--- config.mk ---
export PLATFORM = sky130hd
export DESIGN_NAME = load_store_unit_flat
export DESIGN_NICKNAME = d
export VERILOG_FILES = /design/src/rtl/load_store_unit_if.sv /design/src/rtl/load_store_unit.sv /design/src/flat_wrapper.sv
export SDC_FILE = /design/constraint.sdc
export NUM_CORES = 1
export LEC_CHECK = 0
export ABC_AREA = 1
export CAP_MARGIN = 20
export CORE_ASPECT_RATIO = 1.25
export CORE_MARGIN = 2
export CORE_UTILIZATION = 35
export CTS_BUF_LIST = sky130_fd_sc_hd__clkbuf_4 sky130_fd_sc_hd__clkbuf_8 sky130_fd_sc_hd__clkbuf_16
export DETAILED_ROUTE_END_ITERATION = 7
export MAX_ROUTING_LAYER = met4
export PLACE_DENSITY = 0.7
export SYNTH_ARGS = -nofsm -noshare
export SYNTH_HDL_FRONTEND = slang
export SYNTH_SLANG_ARGS = --single-unit
--- constraint.sdc ---
create_clock -name clk_i -period 2.1 [get_ports clk_i]
set_input_delay 0.315 -clock clk_i [delete_from_list [all_inputs] [get_ports clk_i]]
set_output_delay 0.315 -clock clk_i [all_outputs]
set_load 0.01 [all_outputs]
--- src/rtl/load_store_unit_if.sv ---
// -----------------------------------------------------------------------------
// load_store_unit_if
// Data-memory bus seen by the load/store unit: a single request/grant/rvalid
// transaction with byte enables.
//
// Signals (direction as seen from the LSU, i.e. the master):
//   data_req_o    out  bus request
//   data_gnt_i    in   bus grant
//   data_addr_o   out  word-aligned byte address
//   data_we_o     out  write enable
//   data_be_o     out  byte enables (one per byte lane)
//   data_wdata_o  out  lane-replicated store data
//   data_rvalid_i in   response valid (loads and stores)
//   data_err_i    in   response error, qualified by data_rvalid_i
//   data_rdata_i  in   read data, qualified by data_rvalid_i
//
// Modports: master (LSU side), slave (memory side).
// -----------------------------------------------------------------------------
interface load_store_unit_if #(
    parameter int DATA_WIDTH = 32,
    parameter int ADDR_WIDTH = 32
);
    logic                  data_req_o;
    logic                  data_gnt_i;
    logic [ADDR_WIDTH-1:0] data_addr_o;
    logic                  data_we_o;
    logic [3:0]            data_be_o;
    logic [DATA_WIDTH-1:0] data_wdata_o;
    logic                  data_rvalid_i;
    logic                  data_err_i;
    logic [DATA_WIDTH-1:0] data_rdata_i;

    modport master (
        output data_req_o, data_addr_o, data_we_o, data_be_o, data_wdata_o,
        input  data_gnt_i, data_rvalid_i, data_err_i, data_rdata_i
    );

    modport slave (
        input  data_req_o, data_addr_o, data_we_o, data_be_o, data_wdata_o,
        output data_gnt_i, data_rvalid_i, data_err_i, data_rdata_i
    );
endinterface

--- src/rtl/load_store_unit.sv ---
// -----------------------------------------------------------------------------
// load_store_unit
// Accepts one load or store from the execute stage, issues it as a single
// request/grant/rvalid transaction on the data bus and, for loads, returns the
// extracted and sign/zero-extended value to the register-file write mux.
//
// Ports:
//   clk_i, rst_i        clock (rising edge), asynchronous active-high reset
//   lsu_req_i           access request, sampled only while idle
//   lsu_we_i            1 = store, 0 = load
//   lsu_type_i          00 byte, 01 half, 10/11 word
//   lsu_sign_ext_i      loads: 1 = sign-extend, 0 = zero-extend
//   lsu_addr_i          byte address (ALU result)
//   lsu_wdata_i         store data (rs2)
//   lsu_busy_o          stall to the core
//   lsu_valid_o         one-cycle completion pulse
//   lsu_err_o           qualifies lsu_valid_o: bus or alignment error
//   lsu_rdata_o         extended load data, held until the next good load
//   bus                 data bus (load_store_unit_if.master)
//
// Build option: define LSU_MISALIGN_TRAP_EN to reject misaligned half/word
// accesses without touching the bus (completes with lsu_err_o = 1).
// -----------------------------------------------------------------------------
module load_store_unit #(
    parameter int DATA_WIDTH = 32,
    parameter int ADDR_WIDTH = 32
) (
    input  logic                  clk_i,
    input  logic                  rst_i,
    input  logic                  lsu_req_i,
    input  logic                  lsu_we_i,
    input  logic [1:0]            lsu_type_i,
    input  logic                  lsu_sign_ext_i,
    input  logic [ADDR_WIDTH-1:0] lsu_addr_i,
    input  logic [DATA_WIDTH-1:0] lsu_wdata_i,
    output logic                  lsu_busy_o,
    output logic                  lsu_valid_o,
    output logic                  lsu_err_o,
    output logic [DATA_WIDTH-1:0] lsu_rdata_o,
    load_store_unit_if.master     bus
);

    typedef enum logic [1:0] {
        S_IDLE = 2'd0,
        S_REQ  = 2'd1,
        S_WAIT = 2'd2,
        S_DONE = 2'd3
    } state_t;

    state_t                r_state;
    state_t                w_state_nxt;

    logic                  r_we;
    logic [1:0]            r_type;
    logic                  r_sext;
    logic [ADDR_WIDTH-1:0] r_addr;
    logic [DATA_WIDTH-1:0] r_wdata;
    logic                  r_err;
    logic [DATA_WIDTH-1:0] r_rdata;

    logic                  w_latch;
    logic                  w_misal;
    logic                  w_busy;
    logic                  w_req;
    logic                  w_we;
    logic [ADDR_WIDTH-1:0] w_addr;
    logic [3:0]            w_be;
    logic [DATA_WIDTH-1:0] w_wdata;
    logic                  w_resp;

    function automatic logic [3:0] f_be(input logic [1:0] typ, input logic [1:0] a);
        case (typ)
            2'b00:   f_be = 4'b0001 << a;
            2'b01:   f_be = a[1] ? 4'b1100 : 4'b0011;
            default: f_be = 4'b1111;
        endcase
    endfunction

    function automatic logic [DATA_WIDTH-1:0] f_wdata(input logic [1:0] typ,
                                                      input logic [DATA_WIDTH-1:0] w);
        case (typ)
            2'b00:   f_wdata = {(DATA_WIDTH/8){w[7:0]}};
            2'b01:   f_wdata = {(DATA_WIDTH/16){w[15:0]}};
            default: f_wdata = w;
        endcase
    endfunction

    function automatic logic [DATA_WIDTH-1:0] f_load(input logic [1:0] typ,
                                                     input logic sext,
                                                     input logic [1:0] a,
                                                     input logic [DATA_WIDTH-1:0] rd);
        logic [7:0]  b;
        logic [15:0] h;
        case (a)
            2'd0:    b = rd[7:0];
            2'd1:    b = rd[15:8];
            2'd2:    b = rd[23:16];
            default: b = rd[31:24];
        endcase
        h = a[1] ? rd[31:16] : rd[15:0];
        case (typ)
            2'b00:   f_load = {{(DATA_WIDTH-8){sext & b[7]}}, b};
            2'b01:   f_load = {{(DATA_WIDTH-16){sext & h[15]}}, h};
            default: f_load = rd;
        endcase
    endfunction

    // Response is only meaningful while waiting; anything else (late or
    // spurious rvalid) is dropped.
    assign w_resp = (r_state == S_WAIT) && bus.data_rvalid_i;

    always_comb begin
        w_state_nxt = r_state;
        w_latch     = 1'b0;
        w_misal     = 1'b0;
        w_busy      = 1'b0;
        w_req       = 1'b0;
        w_we        = 1'b0;
        w_addr      = '0;
        w_be        = 4'b0000;
        w_wdata     = '0;
        // While reset is held every output stays cleared, even if the core
        // is already presenting a request.
        if (!rst_i) begin
            case (r_state)
                S_IDLE: begin
                    if (lsu_req_i) begin
                        w_latch = 1'b1;
                        w_busy  = 1'b1;
`ifdef LSU_MISALIGN_TRAP_EN
                        w_misal = ((lsu_type_i == 2'b01) && lsu_addr_i[0]) ||
                                  (lsu_type_i[1] && (lsu_addr_i[1:0] != 2'b00));
`endif
                        if (w_misal) begin
                            w_state_nxt = S_DONE;
                        end else begin
                            // First request cycle is driven straight from the
                            // core so a zero-wait grant costs no extra cycle.
                            w_req       = 1'b1;
                            w_we        = lsu_we_i;
                            w_addr      = {lsu_addr_i[ADDR_WIDTH-1:2], 2'b00};
                            w_be        = f_be(lsu_type_i, lsu_addr_i[1:0]);
                            w_wdata     = f_wdata(lsu_type_i, lsu_wdata_i);
                            w_state_nxt = bus.data_gnt_i ? S_WAIT : S_REQ;
                        end
                    end
                end
                S_REQ: begin
                    w_busy  = 1'b1;
                    w_req   = 1'b1;
                    w_we    = r_we;
                    w_addr  = {r_addr[ADDR_WIDTH-1:2], 2'b00};
                    w_be    = f_be(r_type, r_addr[1:0]);
                    w_wdata = f_wdata(r_type, r_wdata);
                    if (bus.data_gnt_i) begin
                        w_state_nxt = S_WAIT;
                    end
                end
                S_WAIT: begin
                    w_busy = 1'b1;
                    if (bus.data_rvalid_i) begin
                        w_state_nxt = S_DONE;
                    end
                end
                default: begin
                    w_state_nxt = S_IDLE;
                end
            endcase
        end
    end

    always_ff @(posedge clk_i or posedge rst_i) begin
        if (rst_i) begin
            r_state <= S_IDLE;
        end else begin
            r_state <= w_state_nxt;
        end
    end

    always_ff @(posedge clk_i or posedge rst_i) begin
        if (rst_i) begin
            r_we    <= 1'b0;
            r_type  <= 2'b00;
            r_sext  <= 1'b0;
            r_addr  <= '0;
            r_wdata <= '0;
            r_err   <= 1'b0;
            r_rdata <= '0;
        end else begin
            if (w_latch) begin
                r_we    <= lsu_we_i;
                r_type  <= lsu_type_i;
                r_sext  <= lsu_sign_ext_i;
                r_addr  <= lsu_addr_i;
                r_wdata <= lsu_wdata_i;
                r_err   <= w_misal;
            end else if (w_resp) begin
                r_err <= bus.data_err_i;
                if (!r_we && !bus.data_err_i) begin
                    r_rdata <= f_load(r_type, r_sext, r_addr[1:0], bus.data_rdata_i);
                end
            end
        end
    end

    assign lsu_busy_o       = w_busy;
    assign lsu_valid_o      = (r_state == S_DONE);
    assign lsu_err_o        = (r_state == S_DONE) && r_err;
    assign lsu_rdata_o      = r_rdata;

    assign bus.data_req_o   = w_req;
    assign bus.data_we_o    = w_we;
    assign bus.data_addr_o  = w_addr;
    assign bus.data_be_o    = w_be;
    assign bus.data_wdata_o = w_wdata;

endmodule

--- src/flat_wrapper.sv ---
// flat-port wrapper written by rule: the top's interface ports become plain ports
module load_store_unit_flat 
#(
    parameter int DATA_WIDTH = 32,
    parameter int ADDR_WIDTH = 32
)
  (clk_i, rst_i, lsu_req_i, lsu_we_i, lsu_type_i, lsu_sign_ext_i, lsu_addr_i, lsu_wdata_i, lsu_busy_o, lsu_valid_o, lsu_err_o, lsu_rdata_o, bus_data_req_o, bus_data_addr_o, bus_data_we_o, bus_data_be_o, bus_data_wdata_o, bus_data_gnt_i, bus_data_rvalid_i, bus_data_err_i, bus_data_rdata_i);
  load_store_unit_if #(.DATA_WIDTH(DATA_WIDTH), .ADDR_WIDTH(ADDR_WIDTH)) bus_i ();
  input  logic clk_i;
  input  logic rst_i;
  input  logic lsu_req_i;
  input  logic lsu_we_i;
  input  logic [1:0] lsu_type_i;
  input  logic lsu_sign_ext_i;
  input  logic [ADDR_WIDTH-1:0] lsu_addr_i;
  input  logic [DATA_WIDTH-1:0] lsu_wdata_i;
  output logic lsu_busy_o;
  output logic lsu_valid_o;
  output logic lsu_err_o;
  output logic [DATA_WIDTH-1:0] lsu_rdata_o;
  output wire logic [$bits(bus_i.data_req_o)-1:0] bus_data_req_o;
  output wire logic [$bits(bus_i.data_addr_o)-1:0] bus_data_addr_o;
  output wire logic [$bits(bus_i.data_we_o)-1:0] bus_data_we_o;
  output wire logic [$bits(bus_i.data_be_o)-1:0] bus_data_be_o;
  output wire logic [$bits(bus_i.data_wdata_o)-1:0] bus_data_wdata_o;
  input wire logic [$bits(bus_i.data_gnt_i)-1:0] bus_data_gnt_i;
  input wire logic [$bits(bus_i.data_rvalid_i)-1:0] bus_data_rvalid_i;
  input wire logic [$bits(bus_i.data_err_i)-1:0] bus_data_err_i;
  input wire logic [$bits(bus_i.data_rdata_i)-1:0] bus_data_rdata_i;
  assign bus_data_req_o = bus_i.data_req_o;
  assign bus_data_addr_o = bus_i.data_addr_o;
  assign bus_data_we_o = bus_i.data_we_o;
  assign bus_data_be_o = bus_i.data_be_o;
  assign bus_data_wdata_o = bus_i.data_wdata_o;
  assign bus_i.data_gnt_i = bus_data_gnt_i;
  assign bus_i.data_rvalid_i = bus_data_rvalid_i;
  assign bus_i.data_err_i = bus_data_err_i;
  assign bus_i.data_rdata_i = bus_data_rdata_i;
  load_store_unit #(.DATA_WIDTH(DATA_WIDTH), .ADDR_WIDTH(ADDR_WIDTH)) u_core (.clk_i(clk_i), .rst_i(rst_i), .lsu_req_i(lsu_req_i), .lsu_we_i(lsu_we_i), .lsu_type_i(lsu_type_i), .lsu_sign_ext_i(lsu_sign_ext_i), .lsu_addr_i(lsu_addr_i), .lsu_wdata_i(lsu_wdata_i), .lsu_busy_o(lsu_busy_o), .lsu_valid_o(lsu_valid_o), .lsu_err_o(lsu_err_o), .lsu_rdata_o(lsu_rdata_o), .bus(bus_i));
endmodule
# ---- Word-level counts from Yosys, hierarchy flattened
# Index checks and enable logic that the tools add are counted.
dict set report classes {
  reduce_logical 13
  n_shift 2
  bitwise_logic 4
  eq_ne 10
  n_mux 38
}
# operator count
set ops {}
lappend ops {{one-hot mux 32 bit (2 select lines)} 5}
lappend ops {{two-way mux 32 bit} 4}
lappend ops {{two-way mux 8 bit} 3}
lappend ops {{one-hot mux 4 bit (2 select lines)} 3}
lappend ops {{one-hot mux 8 bit (3 select lines)} 1}
lappend ops {{two-way mux 16 bit} 1}
lappend ops {{two-way mux 4 bit} 4}
lappend ops {{two-way mux 1 bit} 9}
lappend ops {{== test 2 x 1 -> 1 bit, second input constant} 4}
lappend ops {{logical NOT 2 bit} 4}
lappend ops {{two-way mux 2 bit} 4}
lappend ops {{<< shifter 1 x 2 -> 4 bit, first input constant} 2}
lappend ops {{== test 2 bit, second input constant} 3}
lappend ops {{!= test 2 bit, second input constant} 3}
lappend ops {{one-hot mux 1 bit (2 select lines)} 3}
lappend ops {{one-hot mux 2 bit (3 select lines)} 1}
lappend ops {{AND reduction 4 bit} 1}
lappend ops {{logical AND 1 bit} 3}
lappend ops {{AND reduction 3 bit} 1}
lappend ops {{bitwise AND 1 bit} 2}
lappend ops {{logical NOT 1 bit} 2}
lappend ops {{NOT 1 bit} 2}
lappend ops {{nonzero test 2 bit} 1}
lappend ops {{OR reduction 2 bit} 1}
dict set report word_totals {
  register_bits 103
  input_bits 106
  elab_cells 75
}

# ---- Longest topological paths before layout
# Gate-level depths: netlist (run 1).
dict set report depth {
  word_depth 7
  ltp_mapped 12
  ltp_nobuf 10
}

# ---- Worst setup path after synthesis (run 1)
# OpenSTA, ideal clock, no wires.
dict set report synth_path {
  path_type {in2reg}
  start {in rst_i}
  end {reg u_core.r_state[0]}
  stages 6
  arrival_time_ps 2341
  setup_slack_ps -323
  cell_sequence {buf_2 -> inv_2 -> o21ai_0 -> nor2_1 -> o21ai_0 -> o21ai_0}
}
dict set report synth_between {
  elab_chain_cells 2
}
# element line_no
set synth_rtl {}
lappend synth_rtl {{from (decl)} flat_wrapper.sv:10} ;# input logic rst_i;
lappend synth_rtl {{NOT 1 bit (no source line)} -}
lappend synth_rtl {{AND reduction 4 bit (no source line)} -}
lappend synth_rtl {{to (signal assigned)} load_store_unit.sv:176} ;# r_state <= w_state_nxt;
lappend synth_rtl {{to (decl)} load_store_unit.sv:50} ;# state_t r_state;
# No other way between the ends.
# A chain may end at the register's enable or synchronous reset.

# ---- Worst setup path in the final report (run 1)
dict set report layout_path {
  start {in lsu_req_i}
  end {out bus_data_be_o[2]}
}
dict set report layout_between {
  elab_chain_cells 3
}
# element line_no
set layout_rtl {}
lappend layout_rtl {{from (decl)} flat_wrapper.sv:11} ;# input logic lsu_req_i;
lappend layout_rtl {{two-way mux 4 bit} load_store_unit.sv:127} ;# if (lsu_req_i) begin
lappend layout_rtl {{one-hot mux 4 bit (2 select lines)} load_store_unit.sv:125} ;# case (r_state)
lappend layout_rtl {{two-way mux 4 bit} load_store_unit.sv:124} ;# if (!rst_i) begin
lappend layout_rtl {{to (decl)} flat_wrapper.sv:24} ;# output wire logic [$bits(bus_i.data_be_o)-1:0] bus_data_be_o;
# No other way between the ends.

==> results of run 1 <==
registers in the layout, indices dropped and copies added, names as in the netlist:
name and cells:
u_core.r_we 1, u_core.r_addr 32, u_core.r_type 2, u_core.r_sext 1, u_core.r_err 1, u_core.r_state 2
u_core.r_wdata 32, u_core.lsu_rdata_o 32
layout make-up:
type | count | area share (%)
multi-input cells | 716 | 37.0
inverters | 90 | 3.65
well taps | 228 | 2.92
repair buffers | 296 | 27.1
clock buffers | 10 | 2.38
flip-flops and latches | 103 | 26.4
clock inverters | 6 | 0.564
how the worst max path moves through the flow:
stage	startpoint	endpoint	slack, ns
2_1_floorplan	rst_i	u_core.r_state[0]	0.21
3_3_place_gp	lsu_req_i	bus_data_wdata_o[0]	-0.41
3_5_place_dp	lsu_req_i	bus_data_wdata_o[12]	-0.40
4_1_cts	u_core.r_state[1]	bus_data_wdata_o[25]	-0.13
5_1_grt	u_core.r_state[0]	bus_data_addr_o[30]	-0.15
6_report	lsu_req_i	bus_data_be_o[2]	-0.08
per-layer routing:
| layer | part of all wire (%) | track usage [%] |
|---|---|---|
| met3 | 5.9 | 4.03 |
| met2 | 49 | 37.2 |
| met1 | 43 | 28.7 |
| met5 | 0 | - |
| met4 | 2.7 | 8.90 |
power groups by stage:
| stage | Clock, mW | Sequential, mW | Combinational, mW |
|---|---|---|---|
| finish | 1.67 | 3.60 | 6.88 |
| detailed placement | 0 | 3.59 | 6.21 |
| floorplan | 0 | 3.56 | 3.39 |
| global placement | 0 | 3.57 | 6.12 |
| global route | 1.78 | 3.72 | 7.59 |
| CTS | 1.71 | 3.57 | 6.31 |
tightest hold or removal path: stages (launching register included):
cell and delay (ns):
dfrtp_1 0.34, nand2_1 0.05, nand2_1 0.05
logic make-up after synthesis:
family          after synthesis  share of synthesized area (%)
other cells                   1                         0.0578
fa+ha+maj                     4                          0.771
flops                       103                           39.7
compound gates              179                           14.8
buf+inv                     150                           10.8
simple gates                530                           33.8
stage by stage:
step	setup slack, ns	util [%]	cell area (sq um)
2_1_floorplan	0.213	-	6500
3_3_place_gp	-0.408	50.2	9120
3_5_place_dp	-0.401	50.2	9120
4_1_cts	-0.126	51.4	9340
5_1_grt	-0.153	53.8	9770
6_report	-0.0789	53.8	9770
cell usage after synthesis (all sizes together):
cell type,instances,area (sq um)
a211oi,1,7.51
nand3,47,278
ha,4,50.1
a21oi,89,457
o211ai,4,30.0
buf,44,295
nor3,2,10.0
or2,19,119
conb,1,3.75
inv,88,338
clkbuf,16,60.1
dfrtp,103,2580
nand2,390,1480
o22ai,15,93.8
o21bai,8,60.1
nor2,72,307
clkinv,2,8.75
o21ai,62,314
repair_timing:
| item | in CTS | in global routing |
|---|---|---|
| setup endpoints to repair | 69 | 70 |
| pin swaps | 13 | 27 |
| setup buffers | 8 | 5 |
| gates cloned | 1 | 5 |
| gates resized for setup | 313 | 116 |
==> out/qor.csv, run 1 <==
stage,metric,value,unit
sta,slew-limit-headroom,52.1,%
sta,slew_violations,0,
synth,synthCells,967,
power_and_ir_drop,intPower,6.97,mW
floorplanning,core_area,18200,sq um
cells_and_area,fin_cells,1449,
critical_path,cpPeakStageDelay,0.71,ns
routing,dr.pass1.iters,5,
routing,wl_per_cell,15.8,microns
floorplanning,initial_core_util,35.7,%
power_and_ir_drop,power,12.1,mW
routing,route.detailed.drc,0,
routing,viasPerCell,4.96,
routing,drt_iter0_drc,533,
clock_tree,htreeDepth,3,
cells_and_area,final_common_cell,nand2_1,
critical_path,cp-start-kind,input pin,
critical_path,reg2reg_from,u_core.r_state[0],
floorplanning,die_y,156,microns
critical_path,reg2reg_to,u_core.lsu_rdata_o[28],
placement,hpwl,15600,microns
critical_path,cp_cell_sequence,clkdlybuf4s50_1 -> nand2_4 -> a21oi_4 -> o21ai_0 -> a21oi_1 -> buf_2,
floorplanning,rows,55,
synth,ys_seq_elements,103,
grt,grt_pass1_vias,6853,
critical_path,crit_required,1.78,ns
placement,dp.cells,1415,
placement,gp_congestion,0.924,
cells_and_area,antenna_cells,0,
synth,syn_area,6490,sq um
status,status,"finished, violations left",
clock_tree,cts_inserted_buffers,9,
critical_path,end_kind,primary output,
power_and_ir_drop,seq_power_share,29.6,%
power_and_ir_drop,clockPowerShare,13.7,%
floorplanning,num_io_pins,211,
cells_and_area,drive_gt1_share,24.7,%
routing,dr_total_vias,7191,
routing,ant_nets,0,
clock_tree,clock_sink_count,103,
job,max_cap_violations,0,
status,violations,setup timing,
sta,setup_viol,52,
synth,synth_seq_area_share,39.7,%
critical_path,path_buf_inv,2,
min_path,hp-start,u_core.r_wdata[19],
sta,fin_hold_ws,0.474,ns
cells_and_area,fillers,1779,
sta,grt_setup_unrepaired,true,
routing,routed_wirelength,22900,microns
critical_path,crit_fanout,6,
min_path,min_to,u_core.r_wdata[19],
synth,yosys_warnings,0,
power_and_ir_drop,vdd_ir_drop_max,654,uV
placement,port_buffers,208,
sta,finClkSkew,0.00918,ns
critical_path,slowest_stage,clkdlybuf4s50_1,
critical_path,r2r.worst_path.cells,13,
grt,grt_use_total,23.0,%
cells_and_area,area_growth,50.4,%
synth,syn_avg_cell_area,6.71,sq um
grt,antenna_found_initial,0,
clock_tree,cts_tree,built,
floorplanning,die_area,19700,sq um
sta,fin_crit_sh,104,%
power_and_ir_drop,switching_share,42.6,%
critical_path,r2r_setup_slack,0.04,ns
clock_tree,worstSkewPairLatency,0.35,ns
power_and_ir_drop,net-switching-power,5.18,mW
sta,fin_crit,2.18,ns
sta,hold_viol_final,0,
critical_path,cpLargestDelayFamily,buffers and inverters,
cells_and_area,layout_common_cells,"370 x nand2_1, 135 x clkdlybuf4s50_1, 103 x dfrtp_1",
clock_tree,cts.clk_slew.worst_paths,0.07,ns
clock_tree,ctsLongestPathBuffers,2,
cells_and_area,regArea,2580,sq um
critical_path,crit_type,in -> out,
sta,fmax,459,MHz
cells_and_area,nets,1326,
critical_path,cp.arrival,1.86,ns
min_path,hp-class,reg -> reg,
power_and_ir_drop,p_leak,4.88,nW
critical_path,path_depth,6,
grt,grt_overflow_total,0,
sta,setup_tns,-1.28,ns
synth,synth.distinct_cells,37,
sta,setup_slack,-0.0789,ns
floorplanning,dieWidth,126,microns
grt,grt_pass1_wl,35100,microns
cells_and_area,multi_input_area,3610,sq um
sta,worstMarginPinSlew,0.719,ns
min_path,holdPathStages,2,
power_and_ir_drop,powerDensity,1240,nW/um^2
grt,grt_max_degree,55,
clock_tree,clockRootBuffer,clkbuf_16,
power_and_ir_drop,p_comb_share,56.6,%
clock_tree,ctsHoldBuffers,0,
Power figures use the tool's default switching activity.
==> run 2: changes to the inputs <==
HOLD_SLACK_MARGIN = 0.06   (was not set)
PLACE_DENSITY = not set   (was 0.7)
SETUP_SLACK_MARGIN = 0.15   (was not set)
==> out/qor.csv, run 2 (synthesized netlist as in run 1, its figures left out) <==
stage,metric,value,unit
sta,fmax,452,MHz
cells_and_area,area_growth,52.9,%
critical_path,cp-start-kind,flip-flop,
floorplanning,die_area,19700,sq um
routing,wl_per_cell,15.9,microns
critical_path,r2r.worst_path.cells,13,
clock_tree,ctsLongestPathBuffers,2,
placement,hpwl,15700,microns
floorplanning,dieWidth,126,microns
min_path,hp-class,in -> async,
sta,setup_slack,-0.113,ns
floorplanning,core_area,18200,sq um
floorplanning,initial_core_util,35.7,%
clock_tree,clockRootBuffer,clkbuf_16,
placement,gp_congestion,0.930,
sta,hold_viol_final,0,
grt,grt_use_total,23.2,%
job,max_cap_violations,0,
critical_path,reg2reg_from,u_core.r_state[0],
grt,grt_overflow_total,0,
sta,grt_setup_unrepaired,true,
clock_tree,cts_inserted_buffers,9,
cells_and_area,drive_gt1_share,25.5,%
clock_tree,cts.clk_slew.worst_paths,0.07,ns
sta,fin_crit_sh,105,%
status,status,"finished, violations left",
status,violations,setup timing,
cells_and_area,antenna_cells,0,
power_and_ir_drop,p_leak,5.02,nW
critical_path,end_kind,primary output,
routing,dr.pass1.iters,5,
critical_path,crit_required,1.78,ns
grt,antenna_found_initial,0,
cells_and_area,layout_common_cells,"348 x nand2_1, 134 x clkdlybuf4s50_1, 103 x dfrtp_1",
critical_path,r2r_setup_slack,0.16,ns
routing,ant_nets,0,
critical_path,cp.arrival,1.90,ns
grt,grt_pass1_wl,35900,microns
critical_path,crit_type,reg -> out,
routing,drt_iter0_drc,421,
cells_and_area,nets,1319,
sta,setup_viol,47,
critical_path,startpoint,u_core.r_state[1],
clock_tree,htreeDepth,3,
routing,viasPerCell,4.98,
clock_tree,clock_sink_count,103,
power_and_ir_drop,powerDensity,1230,nW/um^2
sta,finClkSkew,0.00710,ns
critical_path,crit_fanout,8,
power_and_ir_drop,vdd_ir_drop_max,447,uV
floorplanning,num_io_pins,211,
cells_and_area,post-route-util,54.6,%
floorplanning,rows,55,
grt,grt_pass1_vias,7016,
routing,route.detailed.drc,0,
critical_path,reg2reg_to,u_core.lsu_rdata_o[29],
sta,setup_tns,-1.51,ns
sta,slew_violations,0,
clock_tree,worstSkewPairLatency,0.36,ns
cells_and_area,final_common_cell,nand2_1,
grt,grt_max_degree,86,
routing,dr_total_vias,7179,
routing,routed_wirelength,22900,microns
clock_tree,cts_tree,built,
sta,fin_crit,2.21,ns
floorplanning,die_y,156,microns
placement,port_buffers,208,
run 2: what timing repair did:
action | in CTS | in global routing
endpoints found under the setup margin | 71 | 79
resized for setup | 351 | 121
pin swaps | 15 | 36
hold buffers | 0 | 0
buffers inserted | 6 | 4
cloned | 4 | 3
run 2: final cells by class:
cell class | instances | area [sq um]
Timing Repair inverter | 2 | 20.0
Tap cell | 228 | 285
Timing Repair Buffer | 287 | 2640
Inverter | 90 | 360
Clock buffer | 10 | 239
Sequential cell | 103 | 2580
Clock inverter | 6 | 43.8
Multi-Input combinational cell | 716 | 3760
Fill cell | 1822 | 8240
run 2: worst max path at each step:
stage                           endpoint  cells after the start
finish              bus_data_wdata_o[11]                      8
global route        bus_data_wdata_o[11]                      8
CTS                 bus_data_wdata_o[16]                      8
detailed placement  bus_data_wdata_o[31]                      8
global placement    bus_data_wdata_o[15]                      8
floorplan              u_core.r_state[0]                      6
run 2: worst max-delay path, stage by stage (launching register included):
cell	delay (ns)
dfrtp_1	0.39
inv_2	0.12
ha_4	0.19
nand2_8	0.14
buf_6	0.18
a21oi_4	0.14
o21ai_2	0.08
a21oi_2	0.15
buf_2	0.15
run 2: metal layers:
layer / share of wire (%) / global-route usage (%)
met3: 5.3 / 3.38
met2: 49 / 38.1
met4: 1.6 / 5.60
met1: 44 / 30.6
met5: 0 / -
run 2: stage by stage:
stage / cells / hold slack, ns / cell area, sq um / setup slack, ns / total power [mW]
2_1_floorplan: 968 / 0.432 / 6500 / 0.213 / 6.95
3_3_place_gp: 1409 / 0.450 / 9150 / -0.475 / 9.82
3_5_place_dp: 1409 / 0.455 / 9150 / -0.422 / 9.89
4_1_cts: 1435 / 0.308 / 9420 / -0.117 / 11.7
5_1_grt: 1442 / 0.353 / 9920 / -0.214 / 13.2
6_report: 1442 / 0.317 / 9920 / -0.113 / 12.2
run 2: report_power, final:
group | internal [mW] | total (mW) | switching, mW
registers | 2.93 | 3.58 | 0.643
clock network | 0.845 | 1.65 | 0.802
logic | 3.24 | 6.97 | 3.74
